## config.mk

```make
export PLATFORM = sky130hd
export DESIGN_NAME = johnson_decoder
export DESIGN_NICKNAME = d
export VERILOG_FILES = /design/src/rtl/johnson_decoder.sv
export SDC_FILE = /design/constraint.sdc
export NUM_CORES = 1
export LEC_CHECK = 0
export CAP_MARGIN = 10
export CORE_MARGIN = 3
export CORE_UTILIZATION = 30
export DETAILED_ROUTE_END_ITERATION = 8
export GPL_TIMING_DRIVEN = 0
export PLACE_DENSITY = 0.57
export SYNTH_ARGS = -nofsm -noshare
export SYNTH_HDL_FRONTEND = slang
export SYNTH_SLANG_ARGS = --single-unit
```

## constraint.sdc

```tcl
create_clock -name clk -period 2.65 [get_ports clk]
set_input_delay 0.6625 -clock clk [delete_from_list [all_inputs] [get_ports clk]]
set_output_delay 0.6625 -clock clk [all_outputs]
set_load 0.02 [all_outputs]
```

## src/rtl/johnson_decoder.sv

```systemverilog
// Johnson-code receiver: decodes each sampled WIDTH-bit Johnson code to its
// binary index and checks it against the expected successor. Reports the
// lock state, one-cycle error pulses and a saturating error count.
module johnson_decoder #(
   parameter int WIDTH    = 4,
   parameter int IDX_W    = 3,
   parameter int LOCK_CNT = 3,
   parameter int ERR_W    = 8
) (
   input  logic             clk,
   input  logic             clr,
   input  logic             en,
   input  logic [WIDTH-1:0] jc_in,
   input  logic             err_clr,
   output logic [IDX_W-1:0] idx,
   output logic             idx_valid,
   output logic             locked,
   output logic             illegal,
   output logic             seq_err,
   output logic [ERR_W-1:0] err_cnt
);

   localparam int SEQ_LEN = 2 * WIDTH;
   localparam int RUN_W   = (LOCK_CNT < 1) ? 1 : $clog2(LOCK_CNT + 1);

   typedef enum logic {SEARCH = 1'b0, LOCKED = 1'b1} state_t;

   state_t           state, state_nxt;
   logic [RUN_W-1:0] run, run_nxt;
   logic             code_legal;
   logic [IDX_W-1:0] code_idx;
   logic             ill_nxt, seq_chk, hit, seq_nxt;

   // A Johnson code has at most one boundary between its run of ones and zeros.
   function automatic logic is_legal(input logic [WIDTH-1:0] jc);
      int changes;
      changes = 0;
      for (int i = 0; i < WIDTH - 1; i++) begin
         if (jc[i] != jc[i+1]) changes++;
      end
      return (changes <= 1);
   endfunction

   // Filling half counts ones upward; emptying half counts down from SEQ_LEN.
   function automatic logic [IDX_W-1:0] decode(input logic [WIDTH-1:0] jc);
      int ones;
      ones = 0;
      for (int i = 0; i < WIDTH; i++) begin
         if (jc[i]) ones++;
      end
      if (jc[WIDTH-1]) return IDX_W'(SEQ_LEN - ones);
      else             return IDX_W'(ones);
   endfunction

   function automatic logic [IDX_W-1:0] succ(input logic [IDX_W-1:0] cur);
      if (int'(cur) >= SEQ_LEN - 1) return '0;
      else                          return cur + 1'b1;
   endfunction

   function automatic logic [ERR_W-1:0] sat_inc_err(input logic [ERR_W-1:0] cnt);
      return (&cnt) ? cnt : cnt + 1'b1;
   endfunction

   function automatic logic [RUN_W-1:0] sat_inc_run(input logic [RUN_W-1:0] cnt);
      return (cnt >= RUN_W'(LOCK_CNT)) ? cnt : cnt + 1'b1;
   endfunction

   // Classify the current sample: illegal, expected successor, or sequence break.
   always_comb begin
      code_legal = is_legal(jc_in);
      code_idx   = decode(jc_in);
      ill_nxt    = en & ~code_legal;
      seq_chk    = en & code_legal & idx_valid;
      hit        = seq_chk & (code_idx == succ(idx));
      seq_nxt    = seq_chk & ~hit;
   end

   // Run of consecutive correct transitions; any sample that is not a hit restarts it.
   always_comb begin
      run_nxt = run;
      if (en) begin
         if (hit) run_nxt = sat_inc_run(run);
         else     run_nxt = '0;
      end
   end

   // FSM state register.
   always_ff @(posedge clk or negedge clr) begin
      if (!clr) state <= SEARCH;
      else      state <= state_nxt;
   end

   // FSM next state: lock when the run reaches LOCK_CNT, drop on any error.
   always_comb begin
      state_nxt = state;
      if (ill_nxt || seq_nxt)
         state_nxt = SEARCH;
      else if (state == SEARCH && hit && run_nxt == RUN_W'(LOCK_CNT))
         state_nxt = LOCKED;
   end

   // FSM output.
   always_comb begin
      locked = (state == LOCKED);
   end

   // Decoded index, validity, run counter and error pulses.
   always_ff @(posedge clk or negedge clr) begin
      if (!clr) begin
         idx       <= '0;
         idx_valid <= 1'b0;
         run       <= '0;
         illegal   <= 1'b0;
         seq_err   <= 1'b0;
      end else begin
         if (en && code_legal) idx <= code_idx;
         if (en)               idx_valid <= code_legal;
         run     <= run_nxt;
         illegal <= ill_nxt;
         seq_err <= seq_nxt;
      end
   end

   // Saturating error counter; err_clr wins over a simultaneous error.
   always_ff @(posedge clk or negedge clr) begin
      if (!clr)                    err_cnt <= '0;
      else if (err_clr)            err_cnt <= '0;
      else if (ill_nxt || seq_nxt) err_cnt <= sat_inc_err(err_cnt);
   end

endmodule

```

After elaboration in Yosys (flattened, before gate mapping)
Index checks and enable logic that the tools add are counted.

Input port bits: 8. Register bits: 17. Logic and storage cells: 58. Output and inout bits: 15.

Add/subtract/negate cells: 9. Reductions and logical operators: 8. Order comparisons: 3. Equality and inequality tests: 6. Bitwise logic cells: 8. Mux-type cells: 17.

Operators by type and width (number): adder 32 x 2 -> 32 bit (second input constant) (2); 2-to-1 mux 32 bit (2); less-or-equal comparator 32 x 2 -> 1 bit (second input constant) (1); 2-to-1 mux 8 bit (3); 2-to-1 mux 3 bit (5); adder 8 x 1 -> 8 bit (second input constant) (1); AND reduction 8 bit (1); adder 3 x 2 -> 3 bit (second input constant) (2); 2-to-1 mux 2 bit (3); AND 1 bit (5); 2-to-1 mux 1 bit (4); nonzero test 2 bit (2); adder 3 x 1 -> 3 bit (second input constant) (1); == test 3 bit (1); >= comparator 3 bit (second input constant) (1); logical AND 1 bit (3); != test 1 bit (3); inverter 1 bit (3); subtractor 1 x 3 -> 3 bit (first input constant) (1); adder 1 x 1 -> 2 bit (second input constant) (1); adder 2 x 1 -> 2 bit (second input constant) (1); == test 2 bit (second input constant) (1); >= comparator 2 bit (second input constant) (1); != test 2 bit (second input constant) (1); 2 further kinds (2).

Longest topological paths before layout
Depth after elaboration: 17. Gate-level depth with buffers: 14. Depth with buffers taken out: 13.

Worst setup path before layout
Ideal clock, no wire load.

Path type: input to register. Start: input jc_in[0]. End: register err_cnt[7]. Arrival time: 3203 ps. Data required time: 2572 ps. Path buffers: 1. Setup time: 78 ps. Stages: 13. Setup slack: -630 ps. Cell sequence: ha_1 or2_4 and2_4 buf_6 ha_1 nor4bb_1 nor4_1 nand2b_1 xnor2_1 o21ai_2 o21ai_4 or4_1 a21oi_1.

Word-level cells in the longest chain between the ends: 16. Elaborated cells on any way between the ends: 27.

Ends and longest elaborated chain: start, declared (line 13) `input logic [WIDTH-1:0] jc_in,`; branches (longest 13 deep; another with adder 32 x 2 -> 32 bit); logical OR 1 bit * (line 128) `else if (ill_nxt || seq_nxt) err_cnt <= sat_inc_err(err_cnt);`; nonzero test 2 bit (no line) *; AND reduction 2 bit (no line) *; end signal, assigned (line 128); end, declared (line 20) `output logic [ERR_W-1:0] err_cnt`.

Mark *: on every way between the ends. A chain may end at the register's enable or synchronous reset.

Worst setup path in the final report
Start: input jc_in[1]. End: register err_cnt[1].

Word-level cells in the longest chain between the ends: 15. Elaborated cells on any way between the ends: 26.

Ends and longest elaborated chain: != test 1 bit (line 39) `if (jc[i] != jc[i+1]) changes++;`; 2-to-1 mux 1 bit (line 39); adder 32 x 2 -> 32 bit (line 39); 2-to-1 mux 32 bit (line 39); adder 32 x 2 -> 32 bit (line 39); 2-to-1 mux 32 bit (line 39); less-or-equal comparator 32 x 2 -> 1 bit (line 41) `return (changes <= 1);`; AND 1 bit (2 in a row) (line 73) `seq_chk = en & code_legal & idx_valid;`; AND 1 bit (line 74) `hit = seq_chk & (code_idx == succ(idx));`; inverter 1 bit (line 75) `seq_nxt = seq_chk & ~hit;`; AND 1 bit (line 75); logical OR 1 bit * (line 128); nonzero test 2 bit (no line) *; AND reduction 2 bit (no line) *.

Mark *: on every way between the ends. The rest lies on a longest branch, timed or not.

==> summary.txt <==
area share of the largest cell type after synthesis: 38.1%
Cells after Synth: 124
status: complete, but fails checks
crit path cell chain: buf_8, inv_2, ha_4, xor2_4, ha_4, nor4bb_4, o211ai_1, nand2b_4, xnor2_4, o21ai_4, buf_6, o21ai_4, mux2i_1, nor2_1
worst r2r src: idx[0]$_DFFE_PN0N_
Mapped Avg Cell Area: 9.00 sq um
Vias per Instance: 5.10
fin crit period: 2.86 ns
Clock Sinks: 17
met3 Usage GRT: 1.01%
CTS Buffer Depth: 2
Rel. slew slack: 45.7%
fmax: 350 MHz
Layout Skew: 0.00733 ns
post-synth cell types: 38
synthesized area: 1120 sq um
GPL Wtd Cong: 0.729
H-tree levels: 1
worst reg2reg path depth: 11
TritonCTS clock tree: done
setup TNS: -1.60 ns
first-pass GRT wire length: 4180 microns
Final Setup Violations: 12
CP startpoint: jc_in[1]
Setup CP Type: in -> reg
# port buffers: 19
post-route ant nets: 0
Hold Slack: 0.563 ns
CP max stage delay: 0.32 ns
PwrDens: 559 nW/um^2
DRC errors left: 0
Syn Nets: 138
P_leak: 0.706 nW
clock slew at reported path FFs: 0.07 ns
Synth area leaders: dfrtp_1 38%, ha_1 6.7%, a21oi_1 4.9%
vias in the first global route: 976
total number of vias: 1,050
Worst Path Max Fanout: 5
Hold WC Path Type: reg -> reg
overall die area: 4490 sq um
GRT met1 Usage: 13.3%
sequential area share after synthesis: 38.1%
met2 Use GR: 22.9%
initial antenna violation count: 0
RSZ-0062 raised after global routing: true
Post-DP HPWL: 1780 microns
r2r setup slk: 0.02 ns
Max rail drop VDD: 0.000216 V
post-route cell area: 1720 sq um
Top-Level Pins: 23
crit share post-route: 108%
gr ovfl total: 0
Placed Instances: 189
Core Area: 3470 sq um
Core Util, Final: 49.5%
Initial Util: 32.2%
Final Non-Filler Cells: 206
layout cells sized above 1: 31.3%
CP Capture Type: flip-flop
post-synth top area cell: dfrtp_1
failing checks: negative setup slack
fillers: 324
Routed WL per cell: 13.0 microns
Final Hold Viols: 0
max-slew violations: 0
pin slew with the least headroom to its limit: 0.811 ns
Required @ worst endpoint: 2.77 ns
hold path depth: 2
# Max-Cap Violations: 0
DP Area: 1460 sq um
CTS buffer count: 3
DIE HEIGHT: 67.0 microns
slowest cell on the critical path: nor4bb_4
yosys warns: 0
row cnt: 21
#FFs+latches synth: 17
Worst Setup Start Kind: input pin
Tot GR Track Use: 12.1%
most frequent cells in the layout: 17 x dfrtp_1, 17 x clkdlybuf4s50_1, 11 x nor2_1
worst setup margin: -0.208 ns
die width: 67.0 microns
hold bufs inserted after CTS: 0
Top Usage Layer GRT: met2
number of antenna diodes: 0
clock latency on the worst-skew pair: 0.25 ns
wirelength, routed: 2670 microns
first drt pass iteration count: 4
critical path arrival: 2.98 ns
Crit Reg-Reg Endpoint: err_cnt[1]$_DFFE_PN0P_
largest net degree at the start of global routing: 18
root buf cell: clkbuf_8
crit path capture: err_cnt[1]$_DFFE_PN0P_
Area Overhead vs Synth: 53.7%
DRT iter0 DRCs: 59
final net count: 175
==> worst min path at each step <==
| stage | endpoint | from |
|---|---|---|
| after floorplan | err_cnt[0]$_DFFE_PN0P_ | clr |
| after global placement | run[1]$_DFF_PN0_ | run[1]$_DFF_PN0_ |
| after detailed placement | run[1]$_DFF_PN0_ | run[1]$_DFF_PN0_ |
| after CTS | run[1]$_DFF_PN0_ | run[1]$_DFF_PN0_ |
| after global routing | run[1]$_DFF_PN0_ | run[1]$_DFF_PN0_ |
| final | idx[2]$_DFFE_PN0N_ | idx[2]$_DFFE_PN0N_ |
==> cell usage after synthesis <==
master    number
a211oi_1       1
a211oi_4       1
a21boi_0       1
a21oi_1       11
a31oi_1        1
a41oi_1        1
and2_1         1
and2_4         1
and3_1         3
buf_1          1
buf_2          1
buf_6          2
dfrtp_1       17
ha_1           6
inv_1          6
inv_2          1
maj3_1         1
mux2i_1        3
nand2_1       10
nand2b_1       1
nand3_1        7
nor2_1        12
nor2b_1        1
nor3_1         2
nor4_1         1
nor4bb_1       2
o211ai_1       3
o21ai_0        7
o21ai_2        1
o21ai_4        1
o22ai_1        1
o31ai_1        2
or2_2          1
or2_4          1
or3_1          4
or4_1          1
xnor2_1        2
xor2_1         5
==> worst max-delay path, delay by kind of cell <==
family / cells / cell delay (ns)
xor+xnor: 2 / 0.32
buf+inv: 3 / 0.32
fa+ha+maj: 2 / 0.48
mux: 1 / 0.20
compound gates: 3 / 0.49
simple gates: 3 / 0.50
==> registers in the layout, indices dropped and copies added (netlist names) <==
name       cells
locked         1
run            2
err_cnt        8
illegal        1
seq_err        1
idx            3
idx_valid      1
==> per-stage QoR <==
stage               power, mW  worst slack (ns)
finish                  0.960            -0.208
global route             1.01            -0.279
CTS                     0.919            -0.283
detailed placement      0.641             -1.20
global placement        0.632             -1.12
floorplan               0.540            -0.323
==> power breakdown <==
part	switching [mW]	internal [mW]
logic	0.220	0.224
registers	0.0343	0.286
clock network	0.0913	0.104
total	0.345	0.614
==> area by class of cell <==
cell class / count / area, sq um / area share (%)
Multi-Input combinational cell: 97 / 826 / 48.1
Sequential cell: 17 / 425 / 24.8
Timing Repair Buffer: 32 / 305 / 17.8
Tap cell: 46 / 57.6 / 3.36
Clock buffer: 3 / 41.3 / 2.41
Buffer: 3 / 28.8 / 1.68
Inverter: 7 / 26.3 / 1.53
Clock inverter: 1 / 5.00 / 0.292
==> cell families after synthesis <==
| group | synth area share (%) |
|---|---|
| simple gates | 22.2 |
| xor+xnor | 5.49 |
| fa+ha+maj | 7.62 |
| flops | 38.1 |
| compound gates | 18.7 |
| buf+inv | 5.16 |
| mux | 2.69 |
==> routing by layer <==
layer / vias up / share of wire, %
li1: 516 / -
met1: 508 / 40
met2: 24 / 54
met3: 2 / 4.9
met4: 0 / 1.2
met5: - / 0
==> repair_timing <==
item	CTS	global route
hold endpoints to repair	0	0
pin swaps	18	14
buffers inserted	9	4
gates resized for setup	21	16
endpoints found under the setup margin	17	12
gates cloned	1	0
Power figures use the tool's default switching activity.
